$ cat src/rtl/multi_timer_pkg.sv
// multi_timer_pkg: register map, divider tap selection and channel state
// types shared by multi_timer and timer_channel.
package multi_timer_pkg;

    // Register offsets carried in reg_addr[1:0]
    localparam logic [1:0] REG_COUNT   = 2'b00;
    localparam logic [1:0] REG_MODULO  = 2'b01;
    localparam logic [1:0] REG_CONTROL = 2'b10;
    localparam logic [1:0] REG_DIV     = 2'b11;

    // CONTROL[1:0]: which divider bit clocks the channel
    typedef enum logic [1:0] {
        TAP_BIT9 = 2'b00,
        TAP_BIT3 = 2'b01,
        TAP_BIT5 = 2'b10,
        TAP_BIT7 = 2'b11
    } tap_sel_e;

    // Per-channel overflow sequencing (RELOAD only exists with TIMER_OVF_DELAY_EN)
    typedef enum logic {
        IDLE   = 1'b0,
        RELOAD = 1'b1
    } ch_state_e;

endpackage

$ cat src/rtl/timer_channel.sv
// timer_channel: one independent COUNT/MODULO/CONTROL timer slice.
// Optional feature macro: TIMER_OVF_DELAY_EN -- when defined, an overflow
// first clears COUNT and spends one cycle in RELOAD before loading MODULO
// and pulsing irq; otherwise MODULO is loaded directly on the overflow tick.
module timer_channel
    import multi_timer_pkg::*;
#(
    parameter int CNT_W = 8
) (
    input  logic             clk,
    input  logic             rst,
    input  logic [3:0]       tap_bits,
    input  logic             count_we,
    input  logic             modulo_we,
    input  logic             control_we,
    input  logic [CNT_W-1:0] wdata,
    output logic [CNT_W-1:0] count_out,
    output logic [CNT_W-1:0] modulo_out,
    output logic [2:0]       control_out,
    output logic             irq
);

    logic [CNT_W-1:0] count_q, count_d;
    logic [CNT_W-1:0] modulo_q, modulo_d;
    logic [2:0]       control_q, control_d;
    logic             irq_q, irq_d;
    logic             tick_prev_q, tick_prev_d;
    logic             tick_sig;
    logic             tick;

`ifdef TIMER_OVF_DELAY_EN
    ch_state_e state_q, state_d;

    // Overflow state register; reset drops any pending reload
    always_ff @(posedge clk or posedge rst) begin
        if (rst) begin
            state_q <= IDLE;
        end else begin
            state_q <= state_d;
        end
    end
`endif

    // Tick is the falling edge of the gated tap, whatever caused it
    always_comb begin
        tick_sig = control_q[2] & tap_bits[control_q[1:0]];
        tick     = tick_prev_q & ~tick_sig;
    end

    // Next-state: CPU writes, counting, overflow reload and irq generation
    always_comb begin
        count_d     = count_q;
        modulo_d    = modulo_q;
        control_d   = control_q;
        irq_d       = 1'b0;
        tick_prev_d = tick_sig;
`ifdef TIMER_OVF_DELAY_EN
        state_d     = state_q;
`endif
        if (modulo_we) begin
            modulo_d = wdata;
        end
        if (control_we) begin
            control_d = wdata[2:0];
        end
`ifdef TIMER_OVF_DELAY_EN
        if (state_q == RELOAD) begin
            // A COUNT write here aborts the reload; a same-cycle MODULO write is honoured
            state_d = IDLE;
            if (count_we) begin
                count_d = wdata;
            end else begin
                count_d = modulo_d;
                irq_d   = 1'b1;
            end
        end else if (count_we) begin
            count_d = wdata;
        end else if (tick) begin
            if (count_q == '1) begin
                count_d = '0;
                state_d = RELOAD;
            end else begin
                count_d = count_q + 1'b1;
            end
        end
`else
        if (count_we) begin
            count_d = wdata;
        end else if (tick) begin
            if (count_q == '1) begin
                count_d = modulo_q;
                irq_d   = 1'b1;
            end else begin
                count_d = count_q + 1'b1;
            end
        end
`endif
    end

    // Channel registers
    always_ff @(posedge clk or posedge rst) begin
        if (rst) begin
            count_q     <= '0;
            modulo_q    <= '0;
            control_q   <= '0;
            irq_q       <= 1'b0;
            tick_prev_q <= 1'b0;
        end else begin
            count_q     <= count_d;
            modulo_q    <= modulo_d;
            control_q   <= control_d;
            irq_q       <= irq_d;
            tick_prev_q <= tick_prev_d;
        end
    end

    assign count_out   = count_q;
    assign modulo_out  = modulo_q;
    assign control_out = control_q;
    assign irq         = irq_q;

endmodule

$ cat src/rtl/multi_timer.sv
// multi_timer: shared free-running divider, register decode and read-back
// for NUM_CH timer_channel slices.
// Optional feature macro: TIMER_OVF_DELAY_EN (delayed overflow reload,
// implemented inside timer_channel).
module multi_timer
    import multi_timer_pkg::*;
#(
    parameter int NUM_CH = 2,
    parameter int CNT_W  = 8,
    parameter int DIV_W  = 16
) (
    input  logic                       clk,
    input  logic                       rst,
    input  logic                       reg_we,
    input  logic                       reg_re,
    input  logic [$clog2(NUM_CH)+1:0]  reg_addr,
    input  logic [CNT_W-1:0]           reg_wdata,
    output logic [CNT_W-1:0]           reg_rdata,
    output logic [NUM_CH-1:0]          irq,
    output logic [DIV_W-1:0]           div_out
);

    localparam int AW = $clog2(NUM_CH) + 2;

    logic [DIV_W-1:0] div_q, div_d;
    logic [CNT_W-1:0] reg_rdata_q, reg_rdata_d;
    logic [1:0]       reg_off;
    logic [AW-1:0]    ch_sel;
    logic [3:0]       tap_bits;

    logic [CNT_W-1:0] count_w   [NUM_CH];
    logic [CNT_W-1:0] modulo_w  [NUM_CH];
    logic [2:0]       control_w [NUM_CH];

    assign reg_off = reg_addr[1:0];
    assign ch_sel  = reg_addr >> 2;

    // Divider counts every cycle; any DIV-offset write restarts it from zero
    always_comb begin
        div_d = div_q + 1'b1;
        if (reg_we && reg_off == REG_DIV) begin
            div_d = '0;
        end
    end

    // Present the four selectable divider taps in tap-select order
    always_comb begin
        tap_bits           = '0;
        tap_bits[TAP_BIT9] = div_q[9];
        tap_bits[TAP_BIT3] = div_q[3];
        tap_bits[TAP_BIT5] = div_q[5];
        tap_bits[TAP_BIT7] = div_q[7];
    end

    for (genvar i = 0; i < NUM_CH; i++) begin : g_ch
        logic sel;
        assign sel = (ch_sel == AW'(i));

        timer_channel #(
            .CNT_W(CNT_W)
        ) u_ch (
            .clk         (clk),
            .rst         (rst),
            .tap_bits    (tap_bits),
            .count_we    (reg_we && sel && reg_off == REG_COUNT),
            .modulo_we   (reg_we && sel && reg_off == REG_MODULO),
            .control_we  (reg_we && sel && reg_off == REG_CONTROL),
            .wdata       (reg_wdata),
            .count_out   (count_w[i]),
            .modulo_out  (modulo_w[i]),
            .control_out (control_w[i]),
            .irq         (irq[i])
        );
    end

    // Read mux: capture on reg_re, otherwise hold; unmapped channels read 0
    always_comb begin
        reg_rdata_d = reg_rdata_q;
        if (reg_re) begin
            reg_rdata_d = '0;
            if (reg_off == REG_DIV) begin
                reg_rdata_d = div_q[DIV_W-1 -: CNT_W];
            end else begin
                for (int i = 0; i < NUM_CH; i++) begin
                    if (ch_sel == AW'(i)) begin
                        case (reg_off)
                            REG_COUNT:  reg_rdata_d = count_w[i];
                            REG_MODULO: reg_rdata_d = modulo_w[i];
                            default:    reg_rdata_d = {{(CNT_W-3){1'b1}}, control_w[i]};
                        endcase
                    end
                end
            end
        end
    end

    // Divider and read-data registers
    always_ff @(posedge clk or posedge rst) begin
        if (rst) begin
            div_q       <= '0;
            reg_rdata_q <= '0;
        end else begin
            div_q       <= div_d;
            reg_rdata_q <= reg_rdata_d;
        end
    end

    assign reg_rdata = reg_rdata_q;
    assign div_out   = div_q;

endmodule

$ cat config.mk
export PLATFORM = sky130hd
export DESIGN_NAME = multi_timer
export DESIGN_NICKNAME = d
export VERILOG_FILES = /design/src/rtl/multi_timer_pkg.sv /design/src/rtl/timer_channel.sv /design/src/rtl/multi_timer.sv
export SDC_FILE = /design/constraint.sdc
export NUM_CORES = 1
export LEC_CHECK = 0
export BUFFER_PORTS_ARGS = -buffer_cell sky130_fd_sc_hd__buf_2
export CAP_MARGIN = 20
export CORE_ASPECT_RATIO = 1.2
export CORE_MARGIN = 2
export CORE_UTILIZATION = 59
export CTS_CLUSTER_DIAMETER = 50
export CTS_CLUSTER_SIZE = 14
export DETAILED_ROUTE_END_ITERATION = 6
export HOLD_SLACK_MARGIN = 0.08
export PLACE_DENSITY = 0.8
export REMOVE_ABC_BUFFERS = 1
export SETUP_SLACK_MARGIN = 0.5
export SYNTH_ARGS = -nofsm -noshare
export SYNTH_HDL_FRONTEND = slang
export SYNTH_SLANG_ARGS = --single-unit
$ cat constraint.sdc
create_clock -name clk -period 2.25 [get_ports clk]
set_clock_uncertainty 0.2 [all_clocks]
set_input_delay 0 -clock clk [delete_from_list [all_inputs] [get_ports clk]]
set_output_delay 0 -clock clk [all_outputs]
set_load 0.02 [all_outputs]
==> summary.md <==
| Metric | Value |
|---|---|
| DRC Markers | 0 |
| WL per Instance | approximately 20 µm |
| Hold Violations, Final | 0 |
| Vias | 3,515 |
| Number of global-route vias before repair | 3,223 |
| Gate power share | 34.8% |
| Leak Pwr | 1.99 nW |
| Slew margin rel. | 62.6% |
| Outcome | complete, no violations |
| Synth top area cells | dfrtp_1 (44%), mux2_2 (8.2%), mux4_2 (3.0%) |
| Critical-path top delay cell | dfrtp_2 |
| H-tree lvl count | 3 |
| Sequential area share after synthesis | about 44% |
| Synth warnings | 0 |
| Core area | 0.00605 mm² |
| Buffers on Ports | 40 |
| CP Max Fanout | 4 |
| Hold/Removal Path Class | in -> reg |
| Ys async rst share | 100% |
| Psw | 0.00156 W |
| CP Launch Type | register |
| DR iter-0 viols | 347 |
| Syn_area_per_cell | 10.2 µm² |
| Reg2reg setup slack | 0.42 ns |
| Delay-heaviest family, CP | flip-flops |
| Worst-margin pin slew | 0.561 ns |
| Die width | 76.4 µm |
| Synth cell types | around 60 |
| Register-to-Register Path Depth | 4 |
| Die H | a little over 90 µm |
| Initial core utilization | 61.4% |
| Global Route Usage Sum | 29.3% |
| Fmax | 0.545 GHz |
| Worst EP arrival | 1.91 ns |
| Synth Flop Type | dfrtp_1 |
| IO Count | 41 |
| First-pass GRT wire length | 16,000 µm |
| VDD IR max | 0.510 mV |
| Die area | 0.00695 mm² |
| Most frequent cell after synthesis | dfrtp_1 |
| Final TNS setup | 0 ns |
| CP required | 2.33 ns |
| CTS Buf Count | 9 |
| R2r startpoint | g_ch[0].u_ch.control_out[0]$_DFFE_PP0P_ |
| Min cycle time layout | about 1.8 ns |
| Row Count | 31 |
| Number of setup violations in the final report | 0 |
| DR vias/cell | between 6 and 7 |
| Clock transition at path regs | 0.07 ns |
| Setup Crit Path Kind | reg -> reg |
| Worst hold slack | 0.0846 ns |
| P per Cell Area | 916 mW/mm² |
| Sequential group share of total power | 41.7% |
| Crit Reg-Reg Endpoint | g_ch[0].u_ch.count_out[3]$_DFFE_PP0P_ |
| Inserted Diodes | 0 |
| Synthesized instance count | 363 |
| Post-placement cell area | approximately 0.0040 mm² |
| Root Buffer Master | clkbuf_8 |
| Post-Syn Area | roughly 0.0037 mm² |
| Synth cell count leaders | dfrtp_1 (66), nand2_1 (28), mux2_2 (27) |
| Max stage delay on crit path | 0.45 ns |
| Clock Latency Late Sink | 0.35 ns |
| Overflow after GRT | 0 |
| Final HPWL DP | roughly 6300 µm |
| DRT Pass-1 Iters | 5 |
| Top cell type's share of synthesized area | 44.5% |
| Initial antenna violation count | 0 |
| Logic depth of the worst path, buffers included | 4 |
| Routability-driven placement congestion ratio | 0.982 |
| CTS tree | done |
| Clock power frac | 23.4% |
| Worst Setup SP | g_ch[0].u_ch.control_out[0]$_DFFE_PP0P_ |
| Crit end category | register |
| Int Power | 0.00278 W |
| Layout area overhead | 27.9% |
| Period utilisation layout | 81.5% |
| Yosys reg bits | 66 |
| Buf/Inv on CP | 0 |
| Routed Antenna Nets | 0 |
| Post-route cell area | 0.00475 mm² |
| Final WL | 10,600 µm |
| Critical-path cell list | mux2i_4, o221ai_4, or4_1, a21oi_2 |
| Dominant cell type by area after synthesis | dfrtp_1 |
| Largest net degree at the start of global routing | 30 |
| Worst Setup EP | g_ch[0].u_ch.count_out[3]$_DFFE_PP0P_ |
| Max Buffers Root-to-Sink | 2 |
| Slew Limit Fails | 0 |
| RSZ-0062 raised after global routing | true |
| Sw frac | roughly 36% |
| Max Cap Viol | 0 |
| Layout cells sized above 1 | about two fifths |
| Post-synth EDFFs | 0 |
| CTS sink cnt | 66 |
| Nets | 456 |
power groups by stage:
| stage | combinational [W] | clock, W | sequential [W] |
|---|---|---|---|
| 5_1_grt | 0.00162 | 0.00107 | 0.00185 |
| 6_report | 0.00151 | 0.00102 | 0.00182 |
| 4_1_cts | 0.00125 | 0.00102 | 0.00178 |
| 3_5_place_dp | 0.00103 | 0 | 0.00180 |
| 2_1_floorplan | 0.000681 | 0 | 0.00177 |
| 3_3_place_gp | 0.000997 | 0 | 0.00178 |
cells by family after synthesis:
family                     count (synthesis)  share of synthesized area [%]
and+or+nand+nor                          131                           19.9
buffers and inverters                     33                           4.15
DFF                                       66                           44.5
xor gates and xnor gates                   9                           2.12
AOI/OAI and AO/OA                         82                           15.2
muxes                                     39                           13.1
adders and majority gates                  3                           1.01
repair_timing:
item / CTS / global route
endpoints found under the hold margin: 115 / 0
hold buffers: 15 / 0
buffers inserted: 10 / 14
endpoints found under the setup margin: 23 / 64
pin swaps: 8 / 12
cloned: 1 / 0
gates resized for setup: 34 / 36
worst min-delay path by stage:
stage                startpoint                        to  slack, ns  depth (start not counted)
CTS                 reg_addr[1]  reg_rdata[7]$_DFFE_PP0P_       0.09                          3
global route        reg_addr[2]  reg_rdata[1]$_DFFE_PP0P_       0.13                          3
floorplan                reg_re  reg_rdata[0]$_DFFE_PP0P_      -0.10                          1
global placement            rst  reg_rdata[7]$_DFFE_PP0P_      -0.17                          2
detailed placement          rst  reg_rdata[4]$_DFFE_PP0P_      -0.16                          2
finish              reg_addr[1]  reg_rdata[7]$_DFFE_PP0P_       0.08                          3
routing by layer:
metal / global-route usage [%] / share of wire, % / vias up
met1: 36.5 / 38 / 1714
met5: 0 / 0 / -
li1: - / - / 1522
met3: 3.90 / 7.2 / 64
met4: 17.9 / 5.1 / 0
met2: 48.5 / 50 / 215
worst min-delay path, delay by kind of cell:
family / cells / cell delay (ns)
AO/OA/AOI/OAI: 2 / 0.34
buffers and inverters: 1 / 0.24
layout make-up:
| class | count | area [µm²] |
|---|---|---|
| Multi-Input combinational cell | 264 | 2140 |
| Sequential cell | 66 | 1670 |
| Fill cell | 381 | 1300 |
| Timing Repair Buffer | 87 | 599 |
| Clock buffer | 14 | 163 |
| Tap cell | 82 | 103 |
| Inverter | 10 | 41.3 |
| Clock inverter | 2 | 35.0 |
registers in the layout, summed over array words and instances, names as in the netlist:
| signal | count |
|---|---|
| div_out | 16 |
| g_ch.u_ch.count_out | 16 |
| g_ch.u_ch.modulo_out | 16 |
| reg_rdata | 8 |
| g_ch.u_ch.control_out | 6 |
| g_ch.u_ch.irq | 2 |
| g_ch.u_ch.tick_prev_q | 2 |
through the flow:
| stage | total power [W] | utilization, % | cells | setup WS (ns) |
|---|---|---|---|---|
| 2_1_floorplan | 0.00245 | - | 340 | 0.264 |
| 3_3_place_gp | 0.00278 | 65.3 | 469 | 0.267 |
| 3_5_place_dp | 0.00282 | 65.3 | 469 | 0.187 |
| 4_1_cts | 0.00405 | 74.4 | 511 | 0.448 |
| 5_1_grt | 0.00454 | 78.5 | 525 | 0.387 |
| 6_report | 0.00435 | 78.5 | 525 | 0.417 |
layout by cell type, fill, tap and decap left out, types with 5 or more instances in the layout:
master	synthesis	routed
dfrtp_2	0	15
dfrtp_1	66	51
nand4_1	7	7
nand2_1	28	28
nor2_1	21	21
inv_1	10	8
o21ai_0	21	17
clkbuf_8	0	11
a31oi_1	10	10
mux4_2	5	5
buf_2	14	41
o211ai_1	7	7
buf_4	3	28
mux2_2	27	25
nand3_1	19	17
nor2b_1	6	6
nor3_1	9	6
o31ai_1	7	7
o221ai_1	7	5
xor2_1	7	7
a21oi_1	9	7
dlygate4sd3_1	0	15
Note: power is estimated with default switching activity, not from simulation.
